## config.mk

```make
export PLATFORM = sky130hd
export DESIGN_NAME = console_uart
export DESIGN_NICKNAME = d
export VERILOG_FILES = /design/src/rtl/console_uart.sv
export SDC_FILE = /design/constraint.sdc
export NUM_CORES = 1
export LEC_CHECK = 0
export BUFFER_PORTS_ARGS = -buffer_cell sky130_fd_sc_hd__buf_2
export CELL_PAD_IN_SITES_DETAIL_PLACEMENT = 1
export CELL_PAD_IN_SITES_GLOBAL_PLACEMENT = 1
export CORE_MARGIN = 3
export CORE_UTILIZATION = 51
export DETAILED_ROUTE_END_ITERATION = 7
export GPL_TIMING_DRIVEN = 0
export PLACE_DENSITY_LB_ADDON = 0.1
export REMOVE_ABC_BUFFERS = 1
export SLEW_MARGIN = 30
export SYNTH_ARGS = -nofsm -noshare
export SYNTH_HDL_FRONTEND = slang
export SYNTH_SLANG_ARGS = --single-unit
```

## constraint.sdc

```tcl
create_clock -name clk -period 3.7 [get_ports clk]
set_input_delay 0.185 -clock clk [delete_from_list [all_inputs] [get_ports clk]]
set_output_delay 0.185 -clock clk [all_outputs]
set_load 0.1 [all_outputs]
```

## src/rtl/console_uart.sv

```systemverilog
// Console output controller: queues core byte writes in a FIFO and sends each one
// as an 8N1 UART frame on tx, back-to-back while bytes remain queued.
module console_uart #(
  parameter int unsigned XLEN         = 32,
  parameter int unsigned CLKS_PER_BIT = 16,
  parameter int unsigned FIFO_DEPTH   = 16
) (
  input  logic                          clk,
  input  logic                          reset,
  input  logic                          console_we,
  input  logic [XLEN-1:0]               console_wdata,
  output logic                          tx,
  output logic                          fifo_full,
  output logic [$clog2(FIFO_DEPTH):0]   fifo_count,
  output logic                          busy,
  output logic                          overflow
);

  localparam int unsigned PtrW    = $clog2(FIFO_DEPTH);
  localparam int unsigned CntW    = PtrW + 1;
  localparam int unsigned BitCntW = $clog2(CLKS_PER_BIT);

  localparam logic [BitCntW-1:0] BitLast = BitCntW'(CLKS_PER_BIT - 1);
  localparam logic [CntW-1:0]    Depth   = CntW'(FIFO_DEPTH);

  typedef enum logic [1:0] {StIdle, StStart, StData, StStop} state_t;

  state_t              state;
  logic [7:0]          mem [FIFO_DEPTH];
  logic [PtrW-1:0]     wr_ptr;
  logic [PtrW-1:0]     rd_ptr;
  logic [7:0]          shift;
  logic [BitCntW-1:0]  bit_cnt;
  logic [2:0]          bit_idx;

  logic push;
  logic pop;
  logic fifo_empty;
  logic frame_done;

  if (XLEN > 8) begin : g_unused_upper
    logic unused_wdata;
    assign unused_wdata = ^console_wdata[XLEN-1:8];
  end

  assign fifo_empty = (fifo_count == '0);
  assign fifo_full  = (fifo_count == Depth);
  assign busy       = !fifo_empty || (state != StIdle);
  assign frame_done = (state == StStop) && (bit_cnt == BitLast);

  // A full FIFO drops the write even if a pop frees a slot in the same cycle.
  assign push = console_we && !fifo_full && !reset;
  assign pop  = !fifo_empty && ((state == StIdle) || frame_done);

  always_ff @(posedge clk) begin
    if (push) begin
      mem[wr_ptr] <= console_wdata[7:0];
    end
  end

  always_ff @(posedge clk) begin
    if (reset) begin
      wr_ptr     <= '0;
      rd_ptr     <= '0;
      fifo_count <= '0;
      overflow   <= 1'b0;
    end else begin
      if (push) begin
        wr_ptr <= wr_ptr + PtrW'(1);
      end
      if (pop) begin
        rd_ptr <= rd_ptr + PtrW'(1);
      end
      unique case ({push, pop})
        2'b10:   fifo_count <= fifo_count + CntW'(1);
        2'b01:   fifo_count <= fifo_count - CntW'(1);
        default: fifo_count <= fifo_count;
      endcase
      if (console_we && fifo_full) begin
        overflow <= 1'b1;
      end
    end
  end

  // tx is registered alongside the state so each bit level appears in the
  // first cycle of the state that owns it.
  always_ff @(posedge clk) begin
    if (reset) begin
      state   <= StIdle;
      tx      <= 1'b1;
      shift   <= '0;
      bit_cnt <= '0;
      bit_idx <= '0;
    end else begin
      unique case (state)
        StIdle: begin
          if (pop) begin
            state   <= StStart;
            tx      <= 1'b0;
            shift   <= mem[rd_ptr];
            bit_cnt <= '0;
          end
        end
        StStart: begin
          if (bit_cnt == BitLast) begin
            state   <= StData;
            tx      <= shift[0];
            bit_cnt <= '0;
            bit_idx <= '0;
          end else begin
            bit_cnt <= bit_cnt + BitCntW'(1);
          end
        end
        StData: begin
          if (bit_cnt == BitLast) begin
            bit_cnt <= '0;
            if (bit_idx == 3'd7) begin
              state <= StStop;
              tx    <= 1'b1;
            end else begin
              shift   <= {1'b0, shift[7:1]};
              tx      <= shift[1];
              bit_idx <= bit_idx + 3'd1;
            end
          end else begin
            bit_cnt <= bit_cnt + BitCntW'(1);
          end
        end
        StStop: begin
          if (bit_cnt == BitLast) begin
            bit_cnt <= '0;
            if (pop) begin
              state <= StStart;
              tx    <= 1'b0;
              shift <= mem[rd_ptr];
            end else begin
              state <= StIdle;
            end
          end else begin
            bit_cnt <= bit_cnt + BitCntW'(1);
          end
        end
        default: begin
          state <= StIdle;
          tx    <= 1'b1;
        end
      endcase
    end
  end

endmodule

```

# ---- Word-level counts from Yosys, hierarchy flattened
# Memories as Yosys holds them, arrays and structs flattened. A register that Yosys moved wholly into a read port is not among the register bits.
# Cells that the tools add are included.
dict set report word_totals {
  ff_bits 32
  ram_bits 128
  inputBits 35
  elab_cells 81
  mem_count 1
}
dict set report classes {
  addsub 6
  eq_ne 14
  n_mux 30
  n_reduce_logical 21
}
# memory depth word_bits rd rd_clocked_by_memory_dff wr line
set mem_list {}
lappend mem_list {mem 16 8 1 1 1 29} ;# logic [7:0] mem [FIFO_DEPTH];
# operator n
set op_table {}
lappend op_table {{$mux W8} 4}
lappend op_table {{$pmux W8 S3} 1}
lappend op_table {{$mux W4} 4}
lappend op_table {{$add A4 B1 Y4 const B} 3}
lappend op_table {{$mux W2} 5}
lappend op_table {{$ne A2 B2 Y1 const B} 5}
lappend op_table {{$pmux W5 S2} 1}
lappend op_table {{$mux W3} 3}
lappend op_table {{$mux W1} 8}
lappend op_table {{$pmux W2 S4} 1}
lappend op_table {{$pmux W4 S2} 1}
lappend op_table {{$reduce_and A4 Y1} 2}
lappend op_table {{$eq A2 B2 Y1 const B} 3}
lappend op_table {{$pmux W3 S2} 1}
lappend op_table {{$reduce_bool A2 Y1} 3}
lappend op_table {{$add A5 B1 Y5 const B} 1}
lappend op_table {{$eq A5 B5 Y1 const B} 1}
lappend op_table {{$logic_and A1 B1 Y1} 5}
lappend op_table {{$logic_not A5 Y1} 1}
lappend op_table {{$reduce_and A5 Y1} 1}
lappend op_table {{$sub A5 B1 Y5 const B} 1}
lappend op_table {{$eq A2 B1 Y1 const B} 2}
lappend op_table {{$eq A4 B4 Y1 const B} 1}
lappend op_table {{$pmux W1 S4} 1}
lappend op_table {{9 further kinds} 12}

# ---- Logic depth before layout (Yosys ltp)
# Gate-level depths: netlist of run 1.
dict set report depth {
  ltp_word 7
  mapped_depth 14
  ltp_nobuf 12
}

# ---- Worst setup path before layout of run 1
# OpenSTA, ideal clock, no wires.
dict set report synth_path {
  path_kind {register -> register}
  start {register fifo_count[2]}
  end {register fifo_count[4]}
  setup_time_ns 0.121
  arrival_time_ns 3.631
  slack_ns -0.051
  path_stages_with_launch 14
  period_less_slack_ns 3.751
  cell_sequence {dfxtp_1 > buf_2 > nor4_4 > a211oi_1 > inv_1 > ha_1 > clkbuf_1 > xor2_1 > ha_1 > o21a_1 > o21ai_0 > nand2b_1 > a211oi_1 > mux2_2}
}
dict set report synth_via {
  elab_chain_cells 6
  word_cells_on_any_way 13
}
# element line
set synth_lines {}
lappend synth_lines {{start, declared} 14} ;# output logic [$clog2(FIFO_DEPTH):0] fifo_count,
lappend synth_lines {{start signal, assigned} 75} ;# 2'b10: fifo_count <= fifo_count + CntW'(1);
lappend synth_lines {{start signal, assigned} 76} ;# 2'b01: fifo_count <= fifo_count - CntW'(1);
lappend synth_lines {{start signal, assigned} 77} ;# default: fifo_count <= fifo_count;
lappend synth_lines {{$eq A5 B5 Y1} 47} ;# assign fifo_full = (fifo_count == Depth);
lappend synth_lines {{$logic_not A1 Y1} 52} ;# assign push = console_we && !fifo_full && !reset;
lappend synth_lines {{$logic_and A1 B1 Y1 (2 in series)} 52}
lappend synth_lines {{$eq A2 B1 Y1 or $eq A2 B2 Y1 (tied branches)} 74} ;# unique case ({push, pop})
lappend synth_lines {{$pmux W5 S2 or $reduce_bool A2 Y1 (tied branches)} --}
# Several ways; a longest one is shown, not always the timed one.
# A chain may end at the register's enable or synchronous reset.

# ---- Worst setup path after layout of run 1
# Same ends and word-level chain as after synthesis.

==> results.md, run 1 <==
* CP Capture Type: register
* Ant. Diodes at 0
* Outcome: finished clean
* Worst path required time at 4.02 ns
* Pins over their slew limit at 0
* Crit Path Category: reg -> reg
* Clk_lat worst skew at 0.43 ns
* Largest delay share family, worst path: compound AO/OA/AOI/OAI gates
* CP max-delay cell: a211oi_1
* Residual DRC count at 0
* Clock power share at 0.291
* Worst-case clock skew at 0.0113 ns
* YS warnings at 0
* Power density over cell area at about 760 mW/mm²
* Synth Register Bits at 164
* CP max FO at 10
* Final WL at 15700 µm
* Routability cong. at 0.799
* Mapped Cells at 457
* H-tree Lvls at 4
* # clock sinks at 164
* Static leakage at approximately 2.6 nW
* Setup tns final at 0 ns
* Crit-path max cell delay at 0.57 ns
* Mean Syn Cell Area at 15.1 µm²
* Wire length per cell at 23.8 µm
* Psw at 2.06 mW
* Hold Path Stages at 1
* Number of enable flip-flop cells after synthesis at 128
* RR Startpoint: fifo_count[2]
* CP startpoint kind: register
* Final Util at 0.598
* Power, Total at 5.86 mW
* Post-CTS resize count at 0
* Post-DP HPWL at 9730 µm
* Largest net degree at the start of global routing at 37
* HP Class: in -> reg
* Least-Margin Pin Slew at approximately 1.1 ns
* Final worst slack at between 0.3 and 0.4 ns
* Via count at 3922
* Sw Ratio at 0.351
* Mux contribution to synthesized area at 0.115
* Final setup viols at 0
* Nets at roughly 530
* DRT antenna net count at 0
* Gate power share at 0.315
* Peak supply drop at 541 µV
* Simple-gate share of the synthesized area at 0.0832
* Pre-antenna DRT Iters at 4
* Largest family of logic cells by synthesized area: multiplexers
* CTS tree: yes
* Reg clk slew, reported paths at roughly 0.06 ns
* Crit path buffers/inverters at 1
* Post-DR vias/cell at roughly 6.0
* Synth async-reset ratio at 0
* Most frequent cells in the layout: 128 x edfxtp_1, 40 x nand2_1, 37 x nor2_1, 34 x dfxtp_1, 26 x a21oi_1
* Fraction of layout cells with a size suffix above 1 at 0.195
* Die footprint at approximately 0.015 mm²
* Total track usage at 0.229
* Hold Path End: mem[3][7]
* Xor/xnor share of the synthesized area at 0.0140
* Final Hold Viols at 0
* Bufs on Longest Clock Path at 2
* Crit path from: fifo_count[2]
* Reg2reg path depth at 11
* Io pins at 44
* Maxcap violations at 0
* First-pass GRT wire length at about 25000 µm
* Row count at 41
* Netlist Area Pre-Place at 0.00689 mm²
* CTS root buffer: clkbuf_16
* Adder-Cell Fraction of Synth Area at 0.0309
* Core area at ~0.013 mm²
* Synth unique cells at 54
* Sequential Power Share at 0.394
* Commonest non-fill, non-tap cell in the layout: edfxtp_1
* Crit path arrival time at 3.63 ns
* Post-Place Setup Slack at 0.380 ns
* Top FF cell, synth: edfxtp_1
* DR iter-0 viols at 356
* Fin crit period at 3.31 ns
* Int Power at between 3 and 4 mW
* Layout area overhead at 12.3%
* Vias in the first global route at between 4000 and 5000
* Die width at 122 µm
* Initial antenna violation count at 0
* Critical Path, Cell by Cell: nor4_4, a211oi_1, inv_1, ha_1, xor2_1, ha_1, o21a_1, o21ai_0, nand2b_1, a211oi_1, mux2_2
* Total gr overflow at 0
* Number of port buffers at 19
* Maximum operating frequency at 0.302 GHz
* Worst Hold Launch: console_wdata[7]
* Period utilization at 0.894
* Compound-Gate Fraction of Synth Area at 0.0696
* Reg2reg setup slack at slightly below 0.4 ns
* Sequential-to-total area share from yosys stat at 0.663
* Clock buffer count from CTS at 17
* Slew HR at 0.289
* Initial Utilization at 0.533
* R2r endpoint: fifo_count[4]
* RSZ-0062 raised after global routing: false
* Die height at 122 µm
metal layers:
| layer | vias up | share of wire | GRT usage |
|---|---|---|---|
| met5 | - | 0 | 0 |
| met4 | 0 | 0.017 | 0.0644 |
| met1 | 2035 | 0.44 | 0.303 |
| li1 | 1784 | - | - |
| met3 | 18 | 0.047 | 0.0636 |
| met2 | 85 | 0.50 | 0.376 |
final cells by class:
| cell class | instances | area, µm² |
|---|---|---|
| Fill cell | 1221 | 5200 |
| Clock inverter | 13 | 138 |
| Clock buffer | 18 | 429 |
| Tap cell | 172 | 215 |
| Inverter | 11 | 41.3 |
| Timing Repair Buffer | 22 | 153 |
| Sequential cell | 164 | 4570 |
| Multi-Input combinational cell | 259 | 2190 |
timing repair:
item                                    4_1_cts  5_1_grt
hold buffers                                  1        0
endpoints found under the hold margin         1        0
endpoints found under the setup margin        0        0
setup buffers                                 0        0
worst reg2reg max path, stage by stage, from the launching register on:
cell and delay, ns:
dfxtp_1 0.55, nor4_4 0.13, a211oi_1 0.57, inv_1 0.14, ha_1 0.36, xor2_1 0.19
ha_1 0.23, o21a_1 0.17, o21ai_0 0.14, nand2b_1 0.07, a211oi_1 0.29, mux2_2 0.37
logic make-up (layout without fill, tap and decap cells):
group	after synthesis	count (layout)
flip-flops	164	164
AND/OR/NAND/NOR	119	119
AO/OA/AOI/OAI	69	69
multiplexers	43	43
buffers and inverters	34	64
adder cells (fa/ha/maj)	17	17
XOR/XNOR	11	11
per-stage QoR:
stage,cell area (µm²),hold WS (ns),std cells
floorplan,6760,0.254,434
global placement,7070,0.427,625
detailed placement,7140,0.432,627
CTS,7720,0.116,659
global route,7730,0.134,659
finish,7730,0.145,659
worst max path at each step:
stage                               end  slack [ns]  cells past startpoint
after global routing      fifo_count[4]         0.1                     11
after CTS                 fifo_count[4]        0.35                     11
final                     fifo_count[4]        0.39                     11
after floorplan           fifo_count[4]        0.07                     11
after detailed placement  fifo_count[4]        0.38                     11
after global placement         shift[0]       -0.01                      4
state kept, by name, indices dropped and copies added, names as in the netlist, named ones only:
| signal | count |
|---|---|
| shift | 8 |
| state | 2 |
| overflow | 1 |
| rd_ptr | 4 |
| mem | 128 |
| fifo_count | 5 |
| wr_ptr | 4 |
| tx | 1 |
| bit_cnt | 4 |
| bit_idx | 3 |
synthesized netlist by cell type (2+ instances only):
| master | n | area [µm²] |
|---|---|---|
| edfxtp_1 | 128 | 3840 |
| nor2_1 | 41 | 154 |
| nand2_1 | 40 | 150 |
| dfxtp_1 | 36 | 721 |
| a21oi_1 | 26 | 130 |
| mux4_2 | 25 | 563 |
| ha_1 | 17 | 213 |
| mux2i_1 | 13 | 130 |
| clkbuf_1 | 11 | 41.3 |
| inv_1 | 11 | 41.3 |
| o21ai_0 | 9 | 45.0 |
| xor2_1 | 9 | 78.8 |
| buf_2 | 6 | 30.0 |
| nor3_1 | 6 | 30.0 |
| a211oi_1 | 5 | 37.5 |
| nand2b_1 | 5 | 31.3 |
| nand3b_1 | 5 | 37.5 |
| a221oi_1 | 4 | 35.0 |
| nand4_1 | 4 | 25.0 |
| o221ai_1 | 4 | 35.0 |
| a221o_1 | 3 | 30.0 |
| buf_6 | 3 | 33.8 |
| mux4_1 | 3 | 78.8 |
| nand3_1 | 3 | 15.0 |
| nor2b_1 | 3 | 18.8 |
| a21oi_4 | 2 | 32.5 |
| a22oi_1 | 2 | 15.0 |
| and2_1 | 2 | 12.5 |
| buf_4 | 2 | 15.0 |
| mux2_2 | 2 | 22.5 |
| o21ai_1 | 2 | 10.0 |
| o21bai_1 | 2 | 15.0 |
| xnor2_1 | 2 | 17.5 |
power by group through the flow:
stage	clock [mW]	sequential (mW)	combinational, mW
after floorplan	0	2.53	1.19
after CTS	1.73	2.31	1.85
final	1.71	2.31	1.84
after detailed placement	0	2.35	1.83
after global routing	1.81	2.33	2.00
after global placement	0	2.40	1.68
Note: power is estimated with default switching activity, not from simulation.
==> inputs of run 2 (changes only) <==
--- a/config.mk
+++ b/config.mk
@@ -15,4 +15,5 @@
 export PLACE_DENSITY_LB_ADDON = 0.1
+export RECOVER_POWER = 25
 export REMOVE_ABC_BUFFERS = 1
-export SLEW_MARGIN = 30
+export SLEW_MARGIN = 20
 export SYNTH_ARGS = -nofsm -noshare
==> constraint.sdc (replaced) <==
create_clock -name clk -period 3.7 [get_ports clk]
set_input_delay 0.74 -clock clk [delete_from_list [all_inputs] [get_ports clk]]
set_output_delay 0.74 -clock clk [all_outputs]
set_load 0.1 [all_outputs]
==> run 2 against run 1 <==
Compared with the run above: clock power increased by 4%; sequential power increased by 2%; worst setup slack got worse by 0.066 ns; fmax decreased by 2.0%; routed wire length decreased by 2.9%; power increased by 0.72%; clock skew decreased by 0.0016 ns; critical path depth increased by 1; non-clock buffer count decreased by 2.
==> results.md, run 2 (synthesis gave the netlist of run 1 again) <==
* Initial antenna violation count at 0
* Largest net degree at the start of global routing at 37
* Initial Utilization at 0.533
* Most flop-heavy register: mem
* Residual DRC count at 0
* Bufs on Longest Clock Path at 2
* Static leakage at about 2.6 nW
* Post-CTS resize count at 0
* Max reg flops at 128
* Maximum operating frequency at roughly 0.3 GHz
* Clock power share at 0.299
* Placed cell area at ~0.007 mm²
* Critical Path, Cell by Cell: inv_1, ha_1, a41oi_1, a21oi_4, ha_1, xor2_1, ha_1, o21a_1, o21ai_0, nand2b_1, a211oi_1, mux2_2
* Crit Path Category: reg -> reg
* Sequential Power Share at 0.398
* Commonest non-fill, non-tap cell in the layout: edfxtp_1
* Final WL at 15200 µm
* Psw at 2.04 mW
* CTS root buffer: clkbuf_16
* Least-Margin Pin Slew at about 1.1 ns
* Sw Ratio at 0.346
* Wire length per cell at between 20 and 25 µm
* Post-DR vias/cell at 5.90
* Fraction of layout cells with a size suffix above 1 at 0.173
* DR iter-0 viols at 324
* Total track usage at 0.225
* Clock buffer count from CTS at 17
* # clock sinks at between 150 and 200
* CP max FO at 10
* Placed insts at 626
* Most frequent cells in the layout: 128 x edfxtp_1, 41 x nor2_1, 40 x nand2_1, 34 x dfxtp_1, 26 x a21oi_1
* Crit path buffers/inverters at 1
* Power density over cell area at about 770 mW/mm²
* Routability cong. at 0.799
* Final setup viols at 0
* Worst-case clock skew at about 0.0097 ns
* HP Class: reg -> reg
* Pre-antenna DRT Iters at 4
* Ant. Diodes at 0
* Core area at 0.0129 mm²
* Layout area overhead at 11.9%
* Largest regs: mem: 128 flops, shift: 8 flops, fifo_count: 5 flops
* Final instance area at 0.00771 mm²
* Largest delay share family, worst path: compound AO/OA/AOI/OAI gates
* Worst path required time at approximately 4 ns
* Fin crit period at around 3.4 ns
* Gate power share at 0.303
* Post-DP HPWL at 9740 µm
* FILL cells at 1230
* Peak supply drop at about 640 µV
* Maxcap violations at 0
* CTS tree: yes
* Final Hold Viols at 0
* Row count at ~40
* Most frequent CP cell: ha_1
* Total gr overflow at 0
* CP startpoint kind: register
* Die height at 122 µm
* CP max-delay cell: ha_1
* Int Power at 3.86 mW
* RSZ-0062 raised after global routing: false
* Crit-path max cell delay at ~0.45 ns
* CP Capture Type: register
* Post-CTS Setup Bufs at 0
* Reg clk slew, reported paths at about 0.060 ns
* Hold slack at ~0.46 ns
* Pins over their slew limit at 0
* H-tree Lvls at 4
* Hold buffers post-CTS at 0
* Via count at roughly 3900
* Vias in the first global route at 4194
* Final std cells w/o fill at 657
* Slew HR at 0.271
* First-pass GRT wire length at roughly 24000 µm
* Die width at between 100 and 150 µm
* Period utilization at 0.912
* Die footprint at approximately 0.015 mm²
* Crit path arrival time at 3.68 ns
* DRT antenna net count at 0
* Reg2reg setup slack at 0.33 ns
* Number of port buffers at 19
* Outcome: finished clean
* Power, Total at 5.90 mW
* Nets at ~530
* Clk_lat worst skew at 0.43 ns
* Io pins at 44
## run 2: area by class of cell
| type | instances | area, µm² | share of cell area |
|---|---|---|---|
| clock buffers | 19 | 433 | 0.0562 |
| clock inverters | 12 | 156 | 0.0203 |
| inverters | 11 | 41.3 | 0.00536 |
| multi-input cells | 259 | 2180 | 0.282 |
| flip-flops and latches | 164 | 4570 | 0.593 |
| well taps | 172 | 215 | 0.0279 |
| repair buffers | 20 | 116 | 0.0151 |
## run 2: worst paths after layout
path / from / cells after the start / to
max: state[0] / 12 / fifo_count[4]
max reg2reg: state[0] / 12 / fifo_count[4]
min: bit_idx[2] / 2 / bit_idx[2]
min reg2reg: bit_idx[2] / 2 / bit_idx[2]
## run 2: metrics by stage
stage          setup WS (ns)  utilization  setup TNS [ns]
2_1_floorplan         0.0707            -               0
3_3_place_gp         -0.0127        0.547         -0.0127
3_5_place_dp         -0.0848        0.551         -0.0848
4_1_cts                0.322        0.597               0
5_1_grt               0.0673        0.596               0
6_report               0.327        0.596               0
## run 2: metal layers
metal,routed length (µm),global-route usage,up-vias
met2,7560,0.360,87
met5,0,0,-
met3,692,0.0534,25
li1,-,-,1783
met1,6620,0.303,1982
met4,362,0.0805,0
## run 2: power groups by stage
| stage | clock network (mW) | logic [mW] | registers, mW |
|---|---|---|---|
| finish | 1.77 | 1.79 | 2.35 |
| global route | 1.88 | 1.94 | 2.38 |
| CTS | 1.80 | 1.80 | 2.36 |
| detailed placement | 0 | 1.78 | 2.39 |
| global placement | 0 | 1.68 | 2.40 |
| floorplan | 0 | 1.19 | 2.53 |
## run 2: tightest hold or removal path, stage by stage, from the launching register on
cell     delay, ns
dfxtp_1       0.31
nand2_1       0.05
a21oi_1       0.05
==> inputs of run 3 (changes only) <==
Settings changed: ABC_AREA set to 1, CORE_UTILIZATION 51 to 48.
==> run 3 against run 2 <==
Compared with the run above: routed wire length up 13%; power down 1.7%; non-clock buffer count unchanged; combinational power hardly changed; cell area up 4.0%; critical path type is now reg -> out; largest power group unchanged; highest routed layer unchanged.
==> results.md, run 3 <==
* Outcome: finished clean
* CTS root buffer: clkbuf_16
* Sequential Power Share at 0.393
* Post-CTS resize count at 0
* Share of the synthesized area in the top cell type at 0.529
* Power density over cell area at 724 mW/mm²
* Core area at ~0.015 mm²
* RSZ-0062 raised after global routing: false
* Int Power at ~3.7 mW
* # clock sinks at 164
* Pins over their slew limit at 0
* Area leader, netlist: edfxtp_1
* Most flop-heavy register: mem
* Gate power share at 0.303
* H-tree Lvls at 4
* Maximum operating frequency at 0.365 GHz
* Die width at 129 µm
* YS warnings at 0
* Crit path arrival time at 2.00 ns
* Initial antenna violation count at 0
* Synth unique cells at 32
* Via count at 5040
* FILL cells at 1633
* Most frequent cells in the layout: 200 x nand2_1, 128 x edfxtp_1, 90 x nand3_1, 85 x inv_1, 64 x nor2_1
* Crit-path max cell delay at 0.45 ns
* Clk_lat worst skew at between 0.4 and 0.5 ns
* Routability cong. at 0.834
* Least-Margin Pin Slew at 1.04 ns
* Largest regs: mem: 128 flops, shift: 8 flops, fifo_count: 5 flops
* Commonest non-fill, non-tap cell in the layout: nand2_1
* Post-DR vias/cell at 5.33
* DR iter-0 viols at between 300 and 400
* Crit path buffers/inverters at 4
* Setup tns final at 0 ns
* Netlist Area Pre-Place at between 0.007 and 0.008 mm²
* Static leakage at 3.27 nW
* CP max FO at 5
* Worst path required time at 2.96 ns
* Most frequent CP cell: inv_1
* Layout area overhead at 10.4%
* Mapped Cells at 740
* Largest net degree at the start of global routing at 58
* Synth async-reset ratio at 0
* Total gr overflow at 0
* Final worst slack at 0.963 ns
* CP Capture Type: primary output
* Fin crit period at 2.74 ns
* DRT antenna net count at 0
* Final WL at 17100 µm
* Top FF cell, synth: edfxtp_1
* Bufs on Longest Clock Path at 2
* Residual DRC count at 0
* Power, Total at roughly 5.8 mW
* Clock buffer count from CTS at 17
* CTS tree: yes
* CP max-delay cell: buf_2
* Post-Place Setup Slack at 0.941 ns
* Cell with the most instances after synthesis: nand2_1
* Post-CTS Setup Bufs at 0
* Worst-case clock skew at 0.00729 ns
* Sw Ratio at 0.370
* Die height at roughly 130 µm
* Post-DP HPWL at 10900 µm
* Wire length per cell at 18.1 µm
* Largest delay share family, worst path: buffers and inverters
* Synth Register Bits at 164
* Final Util at 0.547
* Slew HR at 0.309
* Final setup viols at 0
* Clock power share at 0.304
* HP Class: reg -> reg
* Pre-antenna DRT Iters at 5
* Sequential-to-total area share from yosys stat at 0.629
* Row count at 44
* Hold buffers post-CTS at 0
* Number of enable flip-flop cells after synthesis at 128
* Nets at 801
* Io pins at 44
* Reg area at 0.00457 mm²
* Critical Path, Cell by Cell: inv_1, ha_1, inv_1, nor2_1, inv_1, buf_2
* First-pass GRT wire length at 27600 µm
* Final Hold Viols at 0
* Synth area leaders: edfxtp_1 53%, nand2_1 10%, dfxtp_1 9.9%
* Period utilization at 0.740
* Maxcap violations at 0
* Mean Syn Cell Area at 9.81 µm²
* Die footprint at between 0.015 and 0.02 mm²
* Top cells by count, synth: 200 x nand2_1, 128 x edfxtp_1, 90 x nand3_1
* Vias in the first global route at 5263
* Hold slack at 0.468 ns
* Initial Utilization at 0.496
* Fraction of layout cells with a size suffix above 1 at 0.0787
* Ant. Diodes at 0
* Number of port buffers at 19
* Max reg flops at 128
* Total track usage at 0.221
* Psw at 2.15 mW
* Multi-input gate area at between 0.002 and 0.0025 mm²
* Peak supply drop at 408 µV
* CP startpoint kind: register
* Crit Path Category: reg -> out
* Reg clk slew, reported paths at 0.06 ns
run 3: cell types whose count changed after synthesis, sizes merged, moves of 6 or more:
cell / before / now
inv: 11 / 89
buf: 12 / 23
o21ai: 11 / 26
nor2: 41 / 68
mux2i: 13 / 0
o211ai: 0 / 8
nand2: 40 / 203
nand3b: 6 / 0
mux4: 28 / 0
nand3: 3 / 91
run 3: power groups by stage:
stage | sequential (mW) | combinational (mW) | clock, mW
after floorplan | 2.46 | 1.08 | 0
after global placement | 2.36 | 1.62 | 0
after detailed placement | 2.32 | 1.75 | 0
after CTS | 2.28 | 1.77 | 1.78
after global routing | 2.31 | 1.98 | 1.86
final | 2.28 | 1.76 | 1.76
run 3: logic make-up (layout without fill, tap and decap cells):
group | after synthesis | after routing | synth area share
compound gates | 66 | 66 | 0.0520
fa+ha+maj | 17 | 17 | 0.0293
simple gates | 367 | 367 | 0.211
buf+inv | 119 | 141 | 0.0708
xor+xnor | 7 | 7 | 0.00844
flops | 164 | 164 | 0.629
run 3: layout make-up:
type                            instances  area share
Sequential cell                       164       0.570
Multi-Input combinational cell        457       0.272
Clock buffer                           18      0.0535
Inverter                               89      0.0420
Tap cell                              184      0.0287
Clock inverter                         14      0.0201
Timing Repair Buffer                   20      0.0134
run 3: stage by stage:
step	instance area (µm²)	std cells
final	8020	946
after global routing	8020	946
after CTS	8020	946
after detailed placement	7430	914
after global placement	7410	913
after floorplan	7080	710
run 3: metal layers:
metal,track usage,share of wire,up-vias
li1,-,-,2460
met1,0.279,0.44,2472
met2,0.380,0.51,88
met3,0.0535,0.036,20
met4,0.0624,0.015,0
met5,0,0,-
run 3: final timing paths:
kind,start,end,slack (ns),depth (start not counted)
hold reg to reg,shift[3],shift[3],0.47,2
setup / recovery,state[0],busy,0.96,6
setup reg to reg,bit_cnt[0],fifo_count[4],1.14,14
hold / removal,shift[3],shift[3],0.47,2
run 3: worst register-to-register path: cells and delay by family (launching register included):
| kind | cells | cell delay [ns] |
|---|---|---|
| AOI/OAI and AO/OA | 3 | 0.39 |
| xor gates and xnor gates | 2 | 0.35 |
| adders and majority gates | 3 | 0.68 |
| buffers and inverters | 1 | 0.20 |
| DFF | 1 | 0.38 |
| and+or+nand+nor | 5 | 0.48 |
